[src/rtl/vip_bayer_demosaic_5x5_8bit.sv]
// 5x5 Malvar-style Bayer demosaic for 8-bit raw video: three pipeline stages
// (partial sums, weighted kernels, round/clamp/select) with syncs delayed to match.
module vip_bayer_demosaic_5x5_8bit #(
    parameter int BAYER_PATTERN = 0
) (
    input  logic       clk,
    input  logic       rst,
    input  logic       per_frame_vsync,
    input  logic       per_frame_href,
    input  logic       per_frame_clken,
    input  logic [7:0] matrix_p11, input logic [7:0] matrix_p12, input logic [7:0] matrix_p13,
    input  logic [7:0] matrix_p14, input logic [7:0] matrix_p15,
    input  logic [7:0] matrix_p21, input logic [7:0] matrix_p22, input logic [7:0] matrix_p23,
    input  logic [7:0] matrix_p24, input logic [7:0] matrix_p25,
    input  logic [7:0] matrix_p31, input logic [7:0] matrix_p32, input logic [7:0] matrix_p33,
    input  logic [7:0] matrix_p34, input logic [7:0] matrix_p35,
    input  logic [7:0] matrix_p41, input logic [7:0] matrix_p42, input logic [7:0] matrix_p43,
    input  logic [7:0] matrix_p44, input logic [7:0] matrix_p45,
    input  logic [7:0] matrix_p51, input logic [7:0] matrix_p52, input logic [7:0] matrix_p53,
    input  logic [7:0] matrix_p54, input logic [7:0] matrix_p55,
    output logic       post_frame_vsync,
    output logic       post_frame_href,
    output logic       post_frame_clken,
    output logic [7:0] post_img_red,
    output logic [7:0] post_img_green,
    output logic [7:0] post_img_blue
);

    typedef enum logic [1:0] {PH_R = 2'b00, PH_GR = 2'b01, PH_GB = 2'b10, PH_B = 2'b11} phase_e;

    // The pattern index doubles as the {row,col} phase of the top-left pixel.
    localparam logic [1:0] PAT_OFF = 2'(BAYER_PATTERN);

    // Window taps outside every kernel.
    logic unused_corner_taps;
    assign unused_corner_taps = ^{matrix_p11, matrix_p12, matrix_p14, matrix_p15, matrix_p21,
                                  matrix_p25, matrix_p41, matrix_p45, matrix_p51, matrix_p52,
                                  matrix_p54, matrix_p55};

    logic   vsync_q, href_q, row_par_q, row_par_d, col_par_q, col_par_d;
    logic   vsync_rise, href_rise, href_fall, col_eff;
    phase_e phase_d;

    // NOTE: every variable gets a default at the top of always_comb so no path leaves one unassigned (no latch).
    always_comb begin
        vsync_rise = per_frame_vsync & ~vsync_q;
        href_rise  = per_frame_href & ~href_q;
        href_fall  = ~per_frame_href & href_q;
        // The first pixel of a line arrives in the href-rise cycle, so the clear must be seen at once.
        col_eff    = href_rise ? 1'b0 : col_par_q;
        row_par_d  = vsync_rise ? 1'b0 : (row_par_q ^ href_fall);
        col_par_d  = col_eff ^ (per_frame_clken & per_frame_href);
        phase_d    = phase_e'({(vsync_rise ? 1'b0 : row_par_q), col_eff} ^ PAT_OFF);
    end

    logic [7:0] c1_q;
    logic [8:0] ns1_q, we1_q, nnss1_q, wwee1_q;
    logic [9:0] d1_q;
    phase_e     ph1_q, ph2_q;
    logic [7:0] c2_q;
    logic signed [13:0] kg2_q, kh2_q, kv2_q, ko2_q;
    logic signed [13:0] c_s, ns_s, we_s, nnss_s, wwee_s, d_s;
    logic signed [13:0] kg_d, kh_d, kv_d, ko_d;
    logic [2:0] vs_sr_q, hr_sr_q, ce_sr_q;
    logic [7:0] red_q, green_q, blue_q, red_d, green_d, blue_d;

    always_comb begin
        c_s    = $signed(14'(c1_q));
        ns_s   = $signed(14'(ns1_q));
        we_s   = $signed(14'(we1_q));
        nnss_s = $signed(14'(nnss1_q));
        wwee_s = $signed(14'(wwee1_q));
        d_s    = $signed(14'(d1_q));
        kg_d = 14'sd8 * c_s + 14'sd4 * (ns_s + we_s) - 14'sd2 * (nnss_s + wwee_s);
        kh_d = 14'sd10 * c_s + 14'sd8 * we_s - 14'sd2 * wwee_s - 14'sd2 * d_s + nnss_s;
        kv_d = 14'sd10 * c_s + 14'sd8 * ns_s - 14'sd2 * nnss_s - 14'sd2 * d_s + wwee_s;
        ko_d = 14'sd12 * c_s + 14'sd4 * d_s - 14'sd3 * (nnss_s + wwee_s);
    end

    function automatic logic [7:0] round_clamp(input logic signed [13:0] k);
        logic signed [13:0] r;
        r = (k + 14'sd8) >>> 4;
        if (r < 14'sd0)        return 8'd0;
        else if (r > 14'sd255) return 8'd255;
        else                   return r[7:0];
    endfunction

    always_comb begin
        red_d   = c2_q;
        green_d = c2_q;
        blue_d  = c2_q;
        case (ph2_q)
            PH_R:  begin green_d = round_clamp(kg2_q); blue_d  = round_clamp(ko2_q); end
            PH_GR: begin red_d   = round_clamp(kh2_q); blue_d  = round_clamp(kv2_q); end
            PH_GB: begin red_d   = round_clamp(kv2_q); blue_d  = round_clamp(kh2_q); end
            PH_B:  begin red_d   = round_clamp(ko2_q); green_d = round_clamp(kg2_q); end
            default: ;
        endcase
    end

    // NOTE: sequential state uses non-blocking assignments so every stage samples the previous stage's old value.
    // NOTE: the whole datapath is reset (not just control) because the outputs must read 0 during reset.
    always_ff @(posedge clk) begin
        if (rst) begin
            vsync_q <= 1'b0; href_q <= 1'b0; row_par_q <= 1'b0; col_par_q <= 1'b0;
            c1_q <= '0; ns1_q <= '0; we1_q <= '0; nnss1_q <= '0; wwee1_q <= '0; d1_q <= '0;
            ph1_q <= PH_R; ph2_q <= PH_R; c2_q <= '0;
            kg2_q <= '0; kh2_q <= '0; kv2_q <= '0; ko2_q <= '0;
            vs_sr_q <= '0; hr_sr_q <= '0; ce_sr_q <= '0;
            red_q <= '0; green_q <= '0; blue_q <= '0;
        end else begin
            vsync_q   <= per_frame_vsync;
            href_q    <= per_frame_href;
            row_par_q <= row_par_d;
            col_par_q <= col_par_d;
            c1_q    <= matrix_p33;
            ns1_q   <= 9'(matrix_p23) + 9'(matrix_p43);
            we1_q   <= 9'(matrix_p32) + 9'(matrix_p34);
            nnss1_q <= 9'(matrix_p13) + 9'(matrix_p53);
            wwee1_q <= 9'(matrix_p31) + 9'(matrix_p35);
            d1_q    <= 10'(matrix_p22) + 10'(matrix_p24) + 10'(matrix_p42) + 10'(matrix_p44);
            ph1_q   <= phase_d;
            ph2_q   <= ph1_q;
            c2_q    <= c1_q;
            kg2_q   <= kg_d; kh2_q <= kh_d; kv2_q <= kv_d; ko2_q <= ko_d;
            vs_sr_q <= {vs_sr_q[1:0], per_frame_vsync};
            hr_sr_q <= {hr_sr_q[1:0], per_frame_href};
            ce_sr_q <= {ce_sr_q[1:0], per_frame_clken};
            red_q   <= red_d;
            green_q <= green_d;
            blue_q  <= blue_d;
        end
    end

    assign post_frame_vsync = vs_sr_q[2];
    assign post_frame_href  = hr_sr_q[2];
    assign post_frame_clken = ce_sr_q[2];
    assign post_img_red     = red_q;
    assign post_img_green   = green_q;
    assign post_img_blue    = blue_q;

endmodule

[config.mk]
export PLATFORM = sky130hd
export DESIGN_NAME = vip_bayer_demosaic_5x5_8bit
export DESIGN_NICKNAME = d
export VERILOG_FILES = /design/src/rtl/vip_bayer_demosaic_5x5_8bit.sv
export SDC_FILE = /design/constraint.sdc
export NUM_CORES = 1
export LEC_CHECK = 0
export CAP_MARGIN = 20
export CORE_MARGIN = 2
export CORE_UTILIZATION = 35
export CTS_CLUSTER_DIAMETER = 50
export DETAILED_ROUTE_END_ITERATION = 6
export PLACE_DENSITY = 0.61
export SLEW_MARGIN = 30
export SYNTH_ARGS = -nofsm -noshare
export SYNTH_HDL_FRONTEND = slang
export SYNTH_SLANG_ARGS = --single-unit
[constraint.sdc]
create_clock -name clk -period 7.4 [get_ports clk]
set_input_delay 0.74 -clock clk [delete_from_list [all_inputs] [get_ports clk]]
set_output_delay 0.74 -clock clk [all_outputs]
set_load 0.01 [all_outputs]
* After elaboration in Yosys (flattened, before gate mapping) *
Index checks and enable logic that the tools add are counted.

word-level totals
  register bits after elaboration = 159
  bits of input ports = 205
  output and inout port bits = 27
  word-level logic and storage cells = 87

operators by class
  add/sub/neg operators = 25
  multiply operators = 3
  magnitude comparators = 8
  equal/unequal tests = 3
  mux-type cells = 12
  bitwise operators = 9
  reduce and logical (&&, ||, !) cells = 3

operators with widths
  kind                                                  count
  2-to-1 mux 8 bit                                      9
  adder 14 x 5 -> 14 bit (second input constant)        4
  one-hot mux 8 bit (3 select lines)                    2
  adder 8 x 8 -> 9 bit                                  5
  > comparator 10 x 9 -> 1 bit (second input constant)  4
  < comparator 10 x 1 -> 1 bit (second input constant)  4
  adder 14 x 10 -> 14 bit                               2
  subtractor 14 x 12 -> 14 bit                          2
  adder 12 x 12 -> 13 bit                               2
  adder 9 x 9 -> 10 bit                                 2
  adder 14 x 13 -> 14 bit                               1
  subtractor 13 x 10 -> 14 bit                          1
  subtractor 13 x 12 -> 14 bit                          1
  subtractor 14 x 11 -> 14 bit                          1
  subtractor 14 bit                                     1
  adder 11 x 12 -> 13 bit                               1
  multiplier 2 x 10 -> 12 bit (first input constant)    1
  multiplier 3 x 8 -> 11 bit (first input constant)     1
  adder 10 x 8 -> 10 bit                                1
  adder 9 x 8 -> 10 bit                                 1
  multiplier 2 x 8 -> 10 bit (first input constant)     1
  AND 1 bit                                             4
  equality test 2 bit (second input constant)           2
  OR reduction 2 bit                                    2
  other kinds (5)                                       8

* Longest topological paths before layout *
Gate-level depths: netlist of the first run.

  depth in word-level cells = 5
  mapped depth = 19
  mapped depth without buffers = 19

* Least setup slack after synthesis of the first run *
No wires, ideal clock.

  kind = flip-flop to flip-flop
  start = register nnss1_q[0]
  end = register ko2_q[12]
  setup time = 131 ps
  arrival time = 3972 ps
  data required time = 7269 ps
  path slack = 3297 ps
  stages on the path, launching flop included = 18
  buffers on the path = 0
  period minus slack after synthesis = 4103 ps
  path through = dfxtp_1 -> ha_1 -> fa_1 -> a211oi_1 -> o21ai_0 -> inv_1 -> fa_1 -> fa_1 -> inv_1 -> ha_1 -> nor2b_1 -> o21ai_0 -> a21boi_0 -> o21ai_0 -> a21oi_1 -> o211ai_1 -> nand3b_1 -> nor3b_1

on the way
  word-level cells in the longest chain between the ends = 3

ends and longest elaborated chain
  item                          RTL line  source
  start, declared               57        logic [8:0] ns1_q, we1_q, nnss1_q, wwee1_q;
  start signal, assigned        119       nnss1_q <= 9'(matrix_p13) + 9'(matrix_p53);
  adder 9 x 9 -> 10 bit         77        ko_d = 14'sd12 * c_s + 14'sd4 * d_s - 14'sd3 * (nnss_s + wwee_s);
  multiplier 2 x 10 -> 12 bit   77
  subtractor 13 x 12 -> 14 bit  77
  end signal, assigned          125       kg2_q <= kg_d; kh2_q <= kh_d; kv2_q <= kv_d; ko2_q <= ko_d;
  end, declared                 61        logic signed [13:0] kg2_q, kh2_q, kv2_q, ko2_q;

Every way passes these cells.
A chain may end at the register's enable or synchronous reset.

* Worst setup path after layout of the first run *
  start = register nnss1_q[1]
  end = register ko2_q[11]

The elaborated chain is that of the path after synthesis.

==> results of run 1 <==
[state kept, by name, summed over array words and instances (netlist names), 8 cells and up]
name,cells
d1_q,10
c1_q,8
kv2_q,11
post_img_blue,8
ns1_q,9
c2_q,8
wwee1_q,9
kh2_q,11
ko2_q,11
post_img_green,8
post_img_red,8
nnss1_q,9
kg2_q,11
we1_q,9
[layout by cell type, fill, tap and decap left out, drive strengths merged, types with 26 or more instances in the layout]
cell type and count:
a21o 29, a21oi 107, clkdlybuf4s50 134, dfxtp 145
fa 89, ha 153, inv 204, nand2 53
nor2 128, nor2b 50, nor3 26, o21ai 55
xnor2 77, xor2 33
[power breakdown]
group          internal (mW)  total, mW  switching (mW)
Sequential              1.00       1.21           0.210
Clock                  0.454      0.877           0.423
Combinational           1.99       4.35            2.36
[worst register-to-register path, stage by stage (launching register included)]
cell and delay, ns:
sky130_fd_sc_hd__dfxtp_1 0.46, sky130_fd_sc_hd__ha_1 0.31, sky130_fd_sc_hd__a211o_1 0.32, sky130_fd_sc_hd__a21oi_1 0.29
sky130_fd_sc_hd__o31ai_1 0.12, sky130_fd_sc_hd__o21a_1 0.18, sky130_fd_sc_hd__o21ai_0 0.14, sky130_fd_sc_hd__nand2b_1 0.08
sky130_fd_sc_hd__a21oi_1 0.60, sky130_fd_sc_hd__xor2_1 0.16, sky130_fd_sc_hd__ha_1 0.33, sky130_fd_sc_hd__inv_1 0.08
sky130_fd_sc_hd__fa_1 0.53, sky130_fd_sc_hd__inv_1 0.05, sky130_fd_sc_hd__ha_1 0.34, sky130_fd_sc_hd__or2_2 0.31
sky130_fd_sc_hd__a21oi_1 0.15, sky130_fd_sc_hd__a21oi_1 0.08, sky130_fd_sc_hd__xnor2_1 0.14, sky130_fd_sc_hd__nor2_1 0.05
[cell type report]
class	count	share of cell area
well taps	455	0.0388
inverters	198	0.0506
clock inverters	15	0.0118
clock buffers	17	0.0290
repair buffers	136	0.0924
multi-input cells	1021	0.580
flip-flops and latches	145	0.198
[worst paths after layout]
path | end | slack (ns) | cells past startpoint
max | ko2_q[11] | 2.55 | 19
min | ce_sr_q[1] | 0.44 | 1
max reg2reg | ko2_q[11] | 2.55 | 19
min reg2reg | ce_sr_q[1] | 0.44 | 1
[logic make-up (layout without fill, tap and decap cells)]
logic type      after synthesis  count (layout)  synth area share
mux                           4               4           0.00366
simple gates                345             345             0.137
fa+ha+maj                   243             243             0.302
flops                       145             145             0.236
xor+xnor                    110             110            0.0811
buf+inv                     232             366            0.0716
compound gates              319             319             0.169
[through the flow]
stage               utilization  instance area (µm²)
floorplan                     -                12300
global placement          0.408                14100
detailed placement        0.408                14100
CTS                       0.425                14700
global route              0.425                14700
finish                    0.425                14700
[metal layers]
metal / track usage / share of wire / vias to the layer above
met5: 0 / 0 / -
met2: 0.278 / 0.45 / 241
met3: 0.0299 / 0.046 / 52
met1: 0.214 / 0.47 / 4345
met4: 0.0621 / 0.032 / 0
li1: - / - / 4964
==> impl_metrics.sql, run 1 <==
INSERT INTO impl_metrics (metric_group, metric, value, unit) VALUES
('global_route', 'globalRouteOverflowTotal', '0', ''),
('sta', 'slew_margin_rel', '0.345', ''),
('placed_design', 'detailedPlace.worstSlack', '2.60', 'ns'),
('sta', 'final.setup.worst_slack', '2.55', 'ns'),
('status', 'run_status', 'finished, final reports clean', ''),
('sta', 'tns', '0', 'ns'),
('synth', 'synth_ff_type', 'sky130_fd_sc_hd__dfxtp_1', ''),
('sta', 'finalHoldWorstSlack', '0.439', 'ns'),
('sta', 'achievable-frequency', '206', 'MHz'),
('critical_path', 'worstSetupStartpointType', 'flop', ''),
('critical_path', 'cp_common_cell', 'sky130_fd_sc_hd__a21oi_1', ''),
('sta', 'timing_max_transition_violations_final', '0', ''),
('placed_design', 'dp_cells', '1955', ''),
('cells_and_area', 'seqCellArea', '0.00290', 'mm²'),
('synth', 'synth_seq_cells', '145', ''),
('synth', 'synthTopCellsByArea', 'sky130_fd_sc_hd__dfxtp_1, sky130_fd_sc_hd__ha_1, sky130_fd_sc_hd__fa_1', ''),
('placed_design', 'final_estimated_routing_congestion_in_global_placement', '0.869', ''),
('global_route', 'maximum_number_of_pins_on_one_net_before_global_route_repair', '89', ''),
('worst_hold_path', 'worst_hold_path_type', 'reg -> reg', ''),
('die', 'floorplan.initialDensity', '0.356', ''),
('detailed_routing', 'first_iter_violations', '628', ''),
('synth', 'commonest_cells_in_the_synthesized_netlist', 'sky130_fd_sc_hd__inv_1, sky130_fd_sc_hd__ha_1, sky130_fd_sc_hd__dfxtp_1, sky130_fd_sc_hd__nor2_1, sky130_fd_sc_hd__a21oi_1', ''),
('die', 'design.core.area', '0.0345', 'mm²'),
('cells_and_area', 'non_filler_cells_final', '1987', ''),
('flow_run', 'timing.max_cap.violations', '0', ''),
('critical_path', 'worst_path_max_delay_cell', 'sky130_fd_sc_hd__a21oi_1', ''),
('synth', 'synthMostInstantiatedCell', 'sky130_fd_sc_hd__inv_1', ''),
('detailed_routing', 'detailedRoute.firstPassIterationCount', '5', ''),
('die', 'rows', '68', ''),
('synth', 'post_synth_num_cell_types', '67', ''),
('sta', 'setup_viol', '0', ''),
('cts', 'cts.path.max_buffers', '2', ''),
('power', 'pwr_density_cell', '438', 'mW/mm²'),
('cells_and_area', 'num_antenna_cells', '0', ''),
('synth', 'syn-num-nets', '1845', ''),
('sta', 'final_hold_viol_count', '0', ''),
('placed_design', 'io_buffers', '135', ''),
('cts', 'postCtsSetupRepairBufs', '0', ''),
('cts', 'insertion_delay', '0.44', 'ns'),
('global_route', 'grt_first_pass_wirelength', '48200', 'µm'),
('cts', 'cts_made_buffers', '17', ''),
('synth', 'postSynthAreaPerCell', '8.80', 'µm²'),
('cts', 'h-tree-depth', '4', ''),
('die', 'chip_width', '191', 'µm'),
('die', 'die-area', '0.0366', 'mm²'),
('critical_path', 'worst-path-max-fanout', '4', ''),
('cts', 'clock_tree_from_tritoncts', 'yes', ''),
('placed_design', 'place_hpwl', '24100', 'µm'),
('global_route', 'antenna_found_initial', '0', ''),
('sta', 'grt_setup_unrepaired', 'no', ''),
('critical_path', 'rr_startpoint', 'nnss1_q[1]', ''),
('critical_path', 'crit_path_cell_trace', 'ha_1 -> a211o_1 -> a21oi_1 -> o31ai_1 -> o21a_1 -> o21ai_0 -> nand2b_1 -> a21oi_1 -> xor2_1 -> ha_1 -> inv_1 -> fa_1 -> inv_1 -> ha_1 -> or2_2 -> a21oi_1 -> a21oi_1 -> xnor2_1 -> nor2_1', ''),
('die', 'die_height', '191', 'µm'),
('power', 'fin_total_pwr', '6.43', 'mW'),
('sta', 'skew', '0.0196', 'ns'),
('synth', 'synth_sequential_area_ratio', '0.236', ''),
('sta', 'fin_crit_sh', '0.655', ''),
('critical_path', 'critical_path_class', 'reg -> reg', ''),
('synth', 'synth-warning-count', '0', ''),
('synth', 'synth_enable_flop_cells', '0', ''),
('cts', 'clkSlewWorstSetupHoldPaths', '0.07', 'ns'),
('synth', 'yosysTopAreaCell', 'sky130_fd_sc_hd__dfxtp_1', ''),
('cts', 'number_of_hold_buffers_added_after_cts', '0', ''),
('cells_and_area', 'layout-area-overhead-vs-synth', '19.4', '%'),
('critical_path', 'critical_path.top_delay_family', 'compound AO/OA/AOI/OAI gates', ''),
('sta', 'finalCriticalPeriod', '4.85', 'ns'),
('cells_and_area', 'fillers', '3459', ''),
('cells_and_area', 'finalNetCount', '1966', ''),
('critical_path', 'worst_setup_path_startpoint', 'nnss1_q[1]', ''),
('global_route', 'grt_usage', '0.167', ''),
('detailed_routing', 'wl_per_cell', '14.8', 'µm');
No activity file was read; power rests on OpenSTA's default activity.
==> run 2: changes to the inputs <==
Settings changed: PLACE_DENSITY 0.61 to 0.64.
Clock period 7.4 ns to 4.1 ns, I/O delays scaled along.
==> run 2 against run 1 <==
Die area stayed put. Register-to-register slack got worse by 2.5 ns. Sequential share of layout area is 1.4 points lower. Sequential cell count did not move. Total power rose by 110%. Clock-buffer cell count is the same. Wire length rose by 5.1%. Sequential power rose by 79%. Cell count increased by 4.3%.
==> impl_metrics.sql, run 2 (synthesis gave the netlist of run 1 again) <==
INSERT INTO impl_metrics (metric_group, metric, value, unit) VALUES
('sta', 'timing_max_transition_violations_final', '0', ''),
('global_route', 'maximum_number_of_pins_on_one_net_before_global_route_repair', '76', ''),
('sta', 'fin_crit_sh', '0.982', ''),
('detailed_routing', 'wirelength', '30900', 'µm'),
('sta', 'slew_margin_rel', '0.476', ''),
('placed_design', 'dp_cells', '2032', ''),
('worst_hold_path', 'worst_hold_path_type', 'reg -> reg', ''),
('global_route', 'antenna_found_initial', '0', ''),
('cells_and_area', 'finalNetCount', '2052', ''),
('detailed_routing', 'wl_per_cell', '14.9', 'µm'),
('cells_and_area', 'non_filler_cells_final', '2073', ''),
('die', 'design.core.area', '0.0345', 'mm²'),
('cts', 'insertion_delay', '0.44', 'ns'),
('cts', 'h-tree-depth', '4', ''),
('die', 'chip_width', '191', 'µm'),
('sta', 'grt_setup_unrepaired', 'yes', ''),
('cells_and_area', 'layout-drive-gt1-share', '0.145', ''),
('cts', 'numClockSinks', '145', ''),
('critical_path', 'critical_path_class', 'reg -> reg', ''),
('sta', 'worst_pin_slew', '0.787', 'ns'),
('critical_path', 'end_kind', 'flop', ''),
('critical_path', 'worst-path-max-fanout', '2', ''),
('cts', 'clkSlewWorstSetupHoldPaths', '0.07', 'ns'),
('die', 'die-area', '0.0366', 'mm²'),
('global_route', 'grt_usage', '0.171', ''),
('status', 'run_status', 'finished, final reports clean', ''),
('power', 'vdd_drop_max', '0.551', 'mV'),
('sta', 'finalCriticalPeriod', '4.02', 'ns'),
('detailed_routing', 'via_count', '10147', ''),
('cells_and_area', 'fillers', '3315', ''),
('detailed_routing', 'avgViaCountPerCell', '4.89', ''),
('sta', 'achievable-frequency', '248', 'MHz'),
('sta', 'setup_viol', '0', ''),
('power', 'p_leak', '6.96', 'nW'),
('cts', 'number_of_hold_buffers_added_after_cts', '0', ''),
('cells_and_area', 'commonest_non_fill_non_tap_cells_in_the_layout', 'sky130_fd_sc_hd__inv_1, sky130_fd_sc_hd__clkdlybuf4s50_1, sky130_fd_sc_hd__ha_1, sky130_fd_sc_hd__dfxtp_1, sky130_fd_sc_hd__nor2_1', ''),
('cts', 'clock_tree_from_tritoncts', 'yes', ''),
('placed_design', 'io_buffers', '135', ''),
('flow_run', 'timing.max_cap.violations', '0', ''),
('critical_path', 'worst_path_required', '4.39', 'ns'),
('global_route', 'grt_pass1_vias', '10001', ''),
('power', 'fin_total_pwr', '13.7', 'mW'),
('cells_and_area', 'num_antenna_cells', '0', ''),
('critical_path', 'worstSetupStartpointType', 'flop', ''),
('die', 'rows', '68', ''),
('detailed_routing', 'antenna_left', '0', ''),
('power', 'pwr_density_cell', '858', 'mW/mm²'),
('cts', 'cts.path.max_buffers', '2', ''),
('cts', 'cts.root.buffer_cell', 'sky130_fd_sc_hd__clkbuf_16', ''),
('sta', 'skew', '0.0173', 'ns'),
('detailed_routing', 'detail_route.drc_violations', '0', ''),
('cells_and_area', 'layout_commonest_cell', 'sky130_fd_sc_hd__inv_1', ''),
('cells_and_area', 'layout-area-overhead-vs-synth', '29.6', '%'),
('placed_design', 'final_estimated_routing_congestion_in_global_placement', '0.888', ''),
('sta', 'final_hold_viol_count', '0', ''),
('global_route', 'globalRouteOverflowTotal', '0', ''),
('die', 'io-pin-count', '232', ''),
('cts', 'cts_made_buffers', '17', ''),
('detailed_routing', 'detailedRoute.firstPassIterationCount', '5', ''),
('die', 'floorplan.initialDensity', '0.356', ''),
('global_route', 'grt_first_pass_wirelength', '49500', 'µm'),
('detailed_routing', 'first_iter_violations', '503', ''),
('critical_path', 'worstPathArrival', '4.32', 'ns'),
('die', 'die_height', '191', 'µm'),
('placed_design', 'place_hpwl', '25300', 'µm');
-- run 2: changes by cell type in the layout (fill, tap and decap cells not counted), moves of 7 or more --
cell                      change
sky130_fd_sc_hd__buf_4       +84
sky130_fd_sc_hd__inv_1        -7
sky130_fd_sc_hd__o21ai_1      +8
sky130_fd_sc_hd__o21ai_0     -15
sky130_fd_sc_hd__ha_1        -21
sky130_fd_sc_hd__a21oi_2     +19
sky130_fd_sc_hd__ha_4        +20
sky130_fd_sc_hd__dfxtp_1     -13
sky130_fd_sc_hd__a21oi_1     -19
sky130_fd_sc_hd__dfxtp_2     +12
sky130_fd_sc_hd__inv_2        +7
-- run 2: worst paths after layout --
| kind | slack [ns] | end | from | cells after the start |
|---|---|---|---|---|
| setup / recovery | 0.08 | ko2_q[12] | nnss1_q[0] | 20 |
| hold / removal | 0.44 | ph2_q[0] | ph1_q[0] | 1 |
| setup reg to reg | 0.08 | ko2_q[12] | nnss1_q[0] | 20 |
| hold reg to reg | 0.44 | ph2_q[0] | ph1_q[0] | 1 |
-- run 2: what timing repair did --
item / CTS / global route
endpoints found under the hold margin: 0 / 0
pin swaps: 21 / 69
endpoints found under the setup margin: 12 / 20
buffers inserted: 4 / 6
gates resized for setup: 35 / 95
-- run 2: area by class of cell --
type	instances	area (µm²)	area share
clock inverters	15	185	0.0116
clock buffers	17	425	0.0267
flip-flops and latches	145	2920	0.183
multi-input cells	1021	9080	0.570
repair buffers	222	2010	0.126
inverters	198	743	0.0466
well taps	455	569	0.0357
-- run 2: power breakdown --
group | internal [mW] | switching (mW)
logic | 4.87 | 5.06
clock network | 0.828 | 0.747
registers | 1.81 | 0.357
-- run 2: routing by layer --
metal,GRT usage,vias to the layer above,part of all wire
li1,-,5128,-
met1,0.219,4704,0.46
met2,0.292,266,0.47
met3,0.0261,49,0.041
met4,0.0565,0,0.028
met5,0,-,0
-- run 2: worst max-delay path, stage by stage (launching register included) --
cell                       delay (ns)
sky130_fd_sc_hd__dfxtp_2         0.34
sky130_fd_sc_hd__buf_4           0.14
sky130_fd_sc_hd__ha_1            0.20
sky130_fd_sc_hd__a211o_1         0.29
sky130_fd_sc_hd__a21oi_2         0.18
sky130_fd_sc_hd__buf_4           0.13
sky130_fd_sc_hd__buf_4           0.10
sky130_fd_sc_hd__o311ai_4        0.10
sky130_fd_sc_hd__buf_4           0.17
sky130_fd_sc_hd__xnor2_1         0.12
sky130_fd_sc_hd__ha_1            0.30
sky130_fd_sc_hd__inv_1           0.06
sky130_fd_sc_hd__fa_1            0.52
sky130_fd_sc_hd__inv_1           0.04
sky130_fd_sc_hd__ha_1            0.29
sky130_fd_sc_hd__a21boi_4        0.16
sky130_fd_sc_hd__o21ai_2         0.17
sky130_fd_sc_hd__a21oi_2         0.09
sky130_fd_sc_hd__o211ai_1        0.21
sky130_fd_sc_hd__nand3b_1        0.11
sky130_fd_sc_hd__nor3b_2         0.16
-- run 2: stage by stage --
| stage | setup TNS [ns] | hold WS [ns] | instance area, µm² | setup WS, ns | utilization |
|---|---|---|---|---|---|
| final | 0 | 0.437 | 15900 | 0.0755 | 0.461 |
| after global routing | -0.253 | 0.456 | 15900 | -0.0700 | 0.461 |
| after CTS | -0.00942 | 0.441 | 15400 | -0.00942 | 0.446 |
| after detailed placement | -1.50 | 0.422 | 14700 | -0.409 | 0.424 |
| after global placement | -0.902 | 0.417 | 14700 | -0.295 | 0.424 |
| after floorplan | 0 | 0.414 | 12300 | 0.0423 | - |
